--- config.mk ---
export PLATFORM = sky130hd
export DESIGN_NAME = step_write_arbiter
export DESIGN_NICKNAME = d
export VERILOG_FILES = /design/src/rtl/step_write_arbiter.sv
export SDC_FILE = /design/constraint.sdc
export NUM_CORES = 1
export LEC_CHECK = 0
export CORE_ASPECT_RATIO = 1.25
export CORE_UTILIZATION = 52
export DETAILED_ROUTE_END_ITERATION = 7
export GPL_TIMING_DRIVEN = 0
export PLACE_DENSITY_LB_ADDON = 0.2
export SLEW_MARGIN = 20
export SYNTH_ARGS = -nofsm -noshare
export SYNTH_HDL_FRONTEND = slang
export SYNTH_SLANG_ARGS = --single-unit
export TNS_END_PERCENT = 1
--- constraint.sdc ---
create_clock -name i_Clock50MHz -period 1.85 [get_ports i_Clock50MHz]
set_input_delay 0.37 -clock i_Clock50MHz [delete_from_list [all_inputs] [get_ports i_Clock50MHz]]
set_output_delay 0.37 -clock i_Clock50MHz [all_outputs]
set_load 0.01 [all_outputs]
--- src/rtl/step_write_arbiter.sv ---
// Round-robin arbiter for a shared step-write strobe: grant, settle, pulse, gap.
// One requester owns the strobe at a time; the round-robin pointer advances only on a completed pulse.
module step_write_arbiter #(
    parameter int unsigned SETTLE_CYCLES = 3_000_000,
    parameter int unsigned PULSE_CYCLES  = 25_000,
    parameter int unsigned GAP_CYCLES    = 1_000
) (
    input  logic       i_Clock50MHz,
    input  logic       i_Reset,
    input  logic       i_Enable,
    input  logic [3:0] i_Req,
    output logic [3:0] o_Grant,
    output logic       o_StepWrite,
    output logic [3:0] o_Ack,
    output logic       o_Busy,
    output logic [1:0] o_State
);

    typedef enum logic [1:0] {
        IDLE   = 2'd0,
        SETTLE = 2'd1,
        PULSE  = 2'd2,
        GAP    = 2'd3
    } state_t;

    localparam logic [31:0] SETTLE_LAST = 32'(SETTLE_CYCLES - 1);
    localparam logic [31:0] PULSE_LAST  = 32'(PULSE_CYCLES - 1);
    localparam logic [31:0] GAP_LAST    = 32'(GAP_CYCLES - 1);

    state_t      state_q;
    logic [31:0] cnt_q;
    logic [3:0]  grant_q;
    logic [3:0]  ack_q;
    logic        step_q;
    logic [1:0]  ptr_q;
    logic [1:0]  own_q;

    logic        win_vld_d;
    logic [1:0]  win_idx_d;
    logic [1:0]  cand;

    // Search upward from the slot after the last served requester.
    always_comb begin
        win_vld_d = 1'b0;
        win_idx_d = 2'd0;
        cand      = 2'd0;
        for (int k = 1; k <= 4; k++) begin
            cand = ptr_q + 2'(k);
            if (!win_vld_d && i_Req[cand]) begin
                win_vld_d = 1'b1;
                win_idx_d = cand;
            end
        end
    end

    always_ff @(posedge i_Clock50MHz or posedge i_Reset) begin
        if (i_Reset) begin
            state_q <= IDLE;
            cnt_q   <= '0;
            grant_q <= '0;
            ack_q   <= '0;
            step_q  <= 1'b0;
            ptr_q   <= 2'd3;
            own_q   <= 2'd0;
        end else begin
            ack_q <= '0;
            case (state_q)
                IDLE: begin
                    cnt_q   <= '0;
                    grant_q <= '0;
                    step_q  <= 1'b0;
                    if (i_Enable && win_vld_d) begin
                        state_q <= SETTLE;
                        grant_q <= 4'b0001 << win_idx_d;
                        own_q   <= win_idx_d;
                    end
                end
                SETTLE: begin
                    // A dropped request wins over settle completion on the same edge.
                    if (!i_Req[own_q]) begin
                        state_q <= IDLE;
                        grant_q <= '0;
                        cnt_q   <= '0;
                    end else if (cnt_q == SETTLE_LAST) begin
                        state_q <= PULSE;
                        step_q  <= 1'b1;
                        cnt_q   <= '0;
                    end else begin
                        cnt_q <= cnt_q + 32'd1;
                    end
                end
                PULSE: begin
                    if (cnt_q == PULSE_LAST) begin
                        state_q <= GAP;
                        step_q  <= 1'b0;
                        ack_q   <= grant_q;
                        grant_q <= '0;
                        ptr_q   <= own_q;
                        cnt_q   <= '0;
                    end else begin
                        cnt_q <= cnt_q + 32'd1;
                    end
                end
                GAP: begin
                    if (cnt_q == GAP_LAST) begin
                        state_q <= IDLE;
                        cnt_q   <= '0;
                    end else begin
                        cnt_q <= cnt_q + 32'd1;
                    end
                end
                default: state_q <= IDLE;
            endcase
        end
    end

    assign o_Grant     = grant_q;
    assign o_StepWrite = step_q;
    assign o_Ack       = ack_q;
    assign o_State     = state_q;
    assign o_Busy      = (state_q != IDLE);

endmodule

### Word level (Yosys, flattened, before mapping)

Index checks and enable logic that the tools add are counted.

* flip-flop bits (word level): 47
* input bits: 7
* output and inout port bits: 12
* word-level logic and storage cells: 84

* add/sub/neg operators: 4
* order comparisons: 5
* eq/ne operators: 13
* shift-type cells: 1
* multiplexer cells: 39
* reduce and logical (&&, ||, !) cells: 15

Operator list (count)
* 2-to-1 mux 32 bit: 4
* case mux 32 bit (4 select lines): 1
* adder 32 x 1 -> 32 bit (second input constant): 1
* == test 32 x 10 -> 1 bit (second input constant): 1
* == test 32 x 15 -> 1 bit (second input constant): 1
* == test 32 x 22 -> 1 bit (second input constant): 1
* 2-to-1 mux 4 bit: 5
* 2-to-1 mux 2 bit: 9
* less-than comparator 2 x 3 -> 1 bit (second input constant): 5
* 2-to-1 mux 1 bit: 12
* inequality test 2 bit (second input constant): 6
* case mux 4 bit (3 select lines): 1
* binary-select mux 1 bit (select 2 bit): 5
* case mux 2 bit (4 select lines): 1
* AND reduction 4 bit: 2
* adder 2 bit (second input constant): 2
* == test 2 bit (second input constant): 2
* logical AND 1 bit: 4
* AND reduction 2 bit: 2
* left shift 1 x 2 -> 4 bit (first input constant): 1
* zero test 1 bit: 3
* inequality test 3 bit (second input constant): 1
* case mux 1 bit (3 select lines): 1
* AND reduction 3 bit: 1
* other kinds (5): 5

### Logic depth before layout (Yosys ltp)

Gate-level depths: netlist of the first run.

* depth in word-level cells: 16
* mapped depth: 7
* mapped depth without buffers: 6

### Worst setup path after synthesis of the first run

No wires, ideal clock.

* kind: reg2reg
* start: register cnt_q[7]
* end: register grant_q[0] (netlist: o_Grant[0])
* setup time: 0.125 ns
* arrival time: 1.927 ns
* data required time: 1.725 ns
* setup slack: -0.202 ns
* stages on the path, launching flop included: 7
* buffers on the path: 1
* clock period less this slack: 2.052 ns
* path through: dfrtp_1 -> buf_4 -> nand4_1 -> or4_4 -> o31a_1 -> nor3b_4 -> mux2_2

* longest elaborated chain between the ends: 3

Ends and longest elaborated chain
* start, declared: line 31 `logic [31:0] cnt_q;`
* start signal, assigned: line 89 `cnt_q <= cnt_q + 32'd1;`
* start signal, assigned: line 101 `cnt_q <= cnt_q + 32'd1;`
* start signal, assigned: line 109 `cnt_q <= cnt_q + 32'd1;`
* == test 32 x 15 -> 1 bit: line 93 `if (cnt_q == PULSE_LAST) begin`
* inequality test 2 bit (no source line)
* AND reduction 3 bit (no source line)
* end signal, assigned: line 74 `grant_q <= 4'b0001 << win_idx_d;`
* end, declared: line 32 `logic [3:0] grant_q;`

No other way between the ends.
A chain may end at the register's enable or synchronous reset.

### Worst setup path in the final report of the first run

* start: register cnt_q[19]
* end: register cnt_q[27]

* longest elaborated chain between the ends: 4
* elaborated cells on any way between the ends: 9
* those cells by class: 1 x add/sub; 3 x eq/ne; 5 x mux

Ends and longest elaborated chain
* adder 32 x 1 -> 32 bit / == test 32 x 22 -> 1 bit (equally long branches)
* 2-to-1 mux 32 bit: line 84 `end else if (cnt_q == SETTLE_LAST) begin`
* 2-to-1 mux 32 bit: line 80 `if (!i_Req[own_q]) begin`
* case mux 32 bit (4 select lines) (*): line 67 `case (state_q)`

Mark *: on every way between the ends. The rest lies on a longest branch, timed or not.

==> impl_metrics.ini, run 1 <==
[final_layout]
area_growth_pct = 33.6
drive_above_1_share_pct = 26.3
seqCellArea_mm2 = 0.00119
final-instance-count-excl-fill = 364
multi_input_area_mm2 = 0.00147
n_fill_cell = 331
layout.nets = 316
layout_common_cells = 39 x dfrtp_1, 33 x nor2_1, 18 x nand2_1, 18 x xor2_1
antennaDiodeCount = 0
utilization_pct = 72.1
layout.cells.most_common = dfrtp_1

[yosys]
syn-num-nets = 268
yosysWarnings = 0
yosysTopAreaCell = dfrtp_1
yosysSeqAreaShare_pct = 46.5
yosys.area.top_type_share_pct = 44.4
synth.avg_cell_area_um2 = 9.94
synthTopCellsByArea = dfrtp_1 44%, xor2_1 6.2%, nor2_1 5.6%
synth.distinct_cells = 48
async_reset_ff_share_pct = 100
synthFlopType = dfrtp_1
synth-seq-cells = 47
synth_edf_count = 0
syn_area_mm2 = 0.00253
syn_inst = 255

[route]
vias = 2186
drt_wl_total_um = 6370
drtIter0Drc = 137
wl_per_cell_um = 17.5
vias_per_cell = 6.01
drt_first_pass_iters = 4
ant_nets = 0
drc = 0

[place]
io_buffer_count = 18
hpwl_um = 3880
dpl.cell_count = 334
gp_congestion = 0.794

[cts]
cts-htree-levels = 2
numCtsBuffers = 5
cts_tree = yes
cts.reportedPaths.clkPinSlew_ns = 0.09
root_buffer = clkbuf_8
cts_sinks = 47
clockBufferDepth = 2
hold_buffers = 0
clock_latency_ns = 0.31

[floorplanning]
die_area_mm2 = 0.00516
start_util_pct = 54.0
die_w_um = 64.5
core.rowCount = 28
ios = 19
die_h_um = 80.1
coreArea_mm2 = 0.00469

[setup_path]
cp-end-kind = register
cp-start-kind = register
worstPathRequired_ns = 2.04
arrival_ns = 2.39
critPathSlowestCell = dfrtp_1
crit_chain = or3b_4 -> nor4_4 -> a41o_1 -> a31o_4 -> clkbuf_16 -> a21oi_2
criticalPathCategory = reg -> reg
critPathMaxStageDelay_ns = 0.47
cp_max_fo = 8

[timing]
min_period_ns = 2.20
fin_skew_ns = 0.00958
rsz0062_at_grt = true
clock.fmax_ghz = 0.454
finalHoldViolCount = 0
relSlewSlack_pct = 57.4
slew_viol_final = 0
tightestPinTransition_ns = 0.633
finalCritPeriodShare_pct = 119
finalSetupViolCount = 45
fin_ws_ns = -0.353

[grt]
met2_usage_pct = 43.1
grtUsageMet1_pct = 28.8
grt_max_degree = 26
grt-busiest-layer = met2
grt_pass1_vias = 2091
grt_pass1_wl_um = 9690
grt_use_met3_pct = 5.54
grt_antenna_before_repair = 0
overflow = 0
grt.total_usage_pct = 24.8

[outcome]
status = complete, but fails checks
violations = negative setup slack

[power]
leakagePower_nw = 1.48
powerDensity_mw_per_mm2 = 598
irDropWorstVdd_v = 0.000466

[flow_run]
drv_cap = 0

[min_path]
hp-class = in -> async
-- per-stage QoR --
stage / total power [mW] / cell area, um2 / setup slack, ns / setup TNS, ns / hold slack, ns
floorplan: 1.10 / 2530 / -0.165 / -3.05 / 0.431
global route: 2.09 / 3390 / -0.428 / -16.56 / 0.423
CTS: 2.04 / 3110 / -0.336 / -12.15 / 0.419
detailed placement: 1.14 / 2810 / -0.549 / -21.38 / 0.460
global placement: 1.14 / 2790 / -0.568 / -45.76 / 0.446
finish: 2.03 / 3390 / -0.353 / -12.84 / 0.395
-- registers in the layout (all words and copies together) (netlist names), named ones only --
signal,count
cnt_q,32
ptr_q,2
o_State,1
o_Grant,4
o_StepWrite,1
own_q,2
o_Ack,4
-- cell usage after synthesis (all sizes together) (3+ instances only) --
cell / instances
o31ai: 3
nand4: 13
inv: 8
and4: 3
buf: 4
or3: 5
o21ai: 5
and2: 5
xnor2: 7
nor4: 8
and3: 5
nand2b: 5
a21oi: 7
nor3: 4
dfrtp: 45
nand2: 18
mux2: 7
nand3: 13
ha: 6
xor2: 18
nor2: 38
-- final cells by class --
class | count | share of cell area (%)
buffer | 5 | 1.77
tap | 60 | 2.22
sequential | 47 | 35.0
inverter | 8 | 0.887
timing repair buffer | 41 | 12.6
multi-input combinational | 195 | 43.4
clock buffer | 5 | 2.03
clock inverter | 3 | 2.00
-- metal layers --
layer	routed length, um	share of wire, %
met1	2470	39
met2	3390	53
met3	248	3.9
met4	269	4.2
met5	0	0
-- cell families (layout without fill, tap and decap cells) --
group	after synthesis	after routing	share of synthesized area [%]
compound gates	28	28	7.55
xor+xnor	25	25	8.64
fa+ha+maj	6	6	2.96
buf+inv	13	62	2.52
flops	47	47	46.5
mux	10	10	4.79
simple gates	126	126	27.0
-- report_power, final --
| part | total [mW] | leakage [nW] | internal, mW | switching [mW] |
|---|---|---|---|---|
| Sequential | 1.04 | 0.620 | 1.03 | 0.00573 |
| Clock | 0.897 | 0.0644 | 0.539 | 0.359 |
| Combinational | 0.0890 | 0.800 | 0.0430 | 0.0460 |
| Total | 2.03 | 1.48 | 1.61 | 0.410 |
-- worst max-delay path, delay by kind of cell, from the launching register on --
family          cells  cell delay [ns]
simple gates        2             0.77
compound gates      3             0.65
buf+inv             1             0.20
flops               1             0.47
-- what timing repair did --
item / in CTS / in global routing
pin swaps: 10 / 10
endpoints found under the setup margin: 47 / 47
buffers inserted: 7 / 12
cloned: 0 / 3
gates resized for setup: 21 / 27
hold endpoints to repair: 0 / 0
-- worst paths after layout --
check	startpoint	cells after the start	slack [ns]	endpoint
setup / recovery	cnt_q[19]	6	-0.35	cnt_q[27]
hold / removal	i_Reset	2	0.39	cnt_q[13]
setup reg to reg	cnt_q[19]	6	-0.35	cnt_q[27]
hold reg to reg	cnt_q[0]	1	0.46	cnt_q[0]
max in group asynchronous	i_Reset	3	0.88	ptr_q[1]
min in group i_Clock50MHz	cnt_q[0]	1	0.46	cnt_q[0]
(Power assumes the default switching activity.)
==> inputs of run 2 (changes only) <==
Settings changed: CORE_MARGIN set to 2.
==> impl_metrics.ini, run 2 (synthesized netlist as in run 1, its figures left out) <==
[place]
gp_congestion = 0.802
io_buffer_count = 18
hpwl_um = 3940
dpl_worst_slack_ns = -0.562
place_area_mm2 = 0.00281
dpl.cell_count = 334

[timing]
finalSetupViolCount = 41
finalCritPeriodShare_pct = 120
slew_viol_final = 0
relSlewSlack_pct = 58.2
fin_ws_ns = -0.369
rsz0062_at_grt = true
tightestPinTransition_ns = 0.621
fin_hold_ws_ns = 0.337
min_period_ns = 2.22
fin_skew_ns = 0.00324
clock.fmax_ghz = 0.451
finalHoldViolCount = 0

[flow_run]
drv_cap = 0

[power]
irDropWorstVdd_v = 0.000698
powerDensity_mw_per_mm2 = 637
leakagePower_nw = 1.38

[cts]
root_buffer = clkbuf_8
cts.reportedPaths.clkPinSlew_ns = 0.09
cts-htree-levels = 2
cts_sinks = 47
numCtsBuffers = 5
cts_tree = yes
clock_latency_ns = 0.30
clockBufferDepth = 2
hold_buffers = 0

[route]
drc = 0
drt_first_pass_iters = 5
drt_wl_total_um = 5680
vias_per_cell = 5.71
wl_per_cell_um = 16.3
vias = 1992
ant_nets = 0
drtIter0Drc = 61

[final_layout]
layout.cells.most_common = dfrtp_1
drive_above_1_share_pct = 20.4
fin_area_mm2 = 0.00317
antennaDiodeCount = 0
largest_register = cnt_q
final-instance-count-excl-fill = 349
utilization_pct = 67.0
area_growth_pct = 24.9
layout_common_cells = 41 x dfrtp_1, 38 x nor2_1, 18 x xor2_1
largest_reg_flops = 32
layout.nets = 301

[setup_path]
cp-end-kind = register
worstSetupStartpoint = cnt_q[7]
worstPathRequired_ns = 2.05
cp-start-kind = register
arrival_ns = 2.41
cp_max_fo = 7
r2r-start = cnt_q[7]
criticalPathCategory = reg -> reg

[outcome]
status = complete, but fails checks
violations = negative setup slack

[grt]
grt_max_degree = 33
grt_antenna_before_repair = 0
grt_pass1_wl_um = 9080
grt_pass1_vias = 1909
grt.total_usage_pct = 22.2
overflow = 0

[floorplanning]
die_area_mm2 = 0.00545
start_util_pct = 53.6
coreArea_mm2 = 0.00473
core.rowCount = 28
die_h_um = 82.1
ios = 19
die_w_um = 66.5

[min_path]
hp-class = in -> async
run 2: changes by cell type in the layout (fill, tap and decap cells not counted), moves of 3 or more:
cell,delta
buf_4,-7
clkbuf_16,-3
nor2_2,-5
nor4_4,+3
nor4_2,-3
buf_8,-3
nor2_1,+5
mux2_2,+3
mux2_4,-3
run 2: worst paths after layout:
| kind | end | slack, ns | depth (start not counted) |
|---|---|---|---|
| setup / recovery | o_Grant[0] | -0.37 | 6 |
| hold / removal | o_Ack[1] | 0.34 | 2 |
| setup reg to reg | o_Grant[0] | -0.37 | 6 |
| hold reg to reg | cnt_q[0] | 0.49 | 1 |
| max in group asynchronous | cnt_q[10] | 1.01 | 3 |
| min in group i_Clock50MHz | cnt_q[0] | 0.49 | 1 |
run 2: power breakdown:
group | internal, mW | switching (mW) | leakage, nW | total, mW
clock network | 0.539 | 0.355 | 0.0644 | 0.894
logic | 0.0408 | 0.0453 | 0.696 | 0.0860
registers | 1.03 | 0.00547 | 0.623 | 1.04
run 2: stage by stage:
stage	setup TNS [ns]	power, mW
2_1_floorplan	-3.05	1.10
4_1_cts	-12.37	2.04
3_5_place_dp	-21.98	1.14
5_1_grt	-15.97	2.09
6_report	-12.31	2.02
3_3_place_gp	-45.87	1.14
run 2: layout make-up:
class                   count  area (um2)
clock buffers               5        68.8
inverters                   8        30.0
multi-input cells         195        1450
flip-flops and latches     47        1180
fillers                   387        1560
plain buffers               5        37.5
clock inverters             3        67.6
well taps                  60        75.1
repair buffers             26         251
run 2: worst max-delay path, stage by stage (launching register included):
cell     delay (ns)
dfrtp_1        0.36
buf_6          0.13
nand4_1        0.14
or4_4          0.50
o31a_1         0.31
nor3b_4        0.29
mux2_2         0.37
run 2: repair_timing:
item                                    CTS  global route
gates cloned                              0             0
endpoints found under the setup margin   47            46
resized for setup                        14            17
pin swaps                                 5            10
buffers inserted                          2             5
run 2: layer usage:
metal  wire [um]  up-vias  GRT usage [%]
li1            -      969              -
met2        3060       36           38.9
met1        2340      976           26.6
met5           0        -              0
met3         164       11           3.70
met4         117        0           10.0
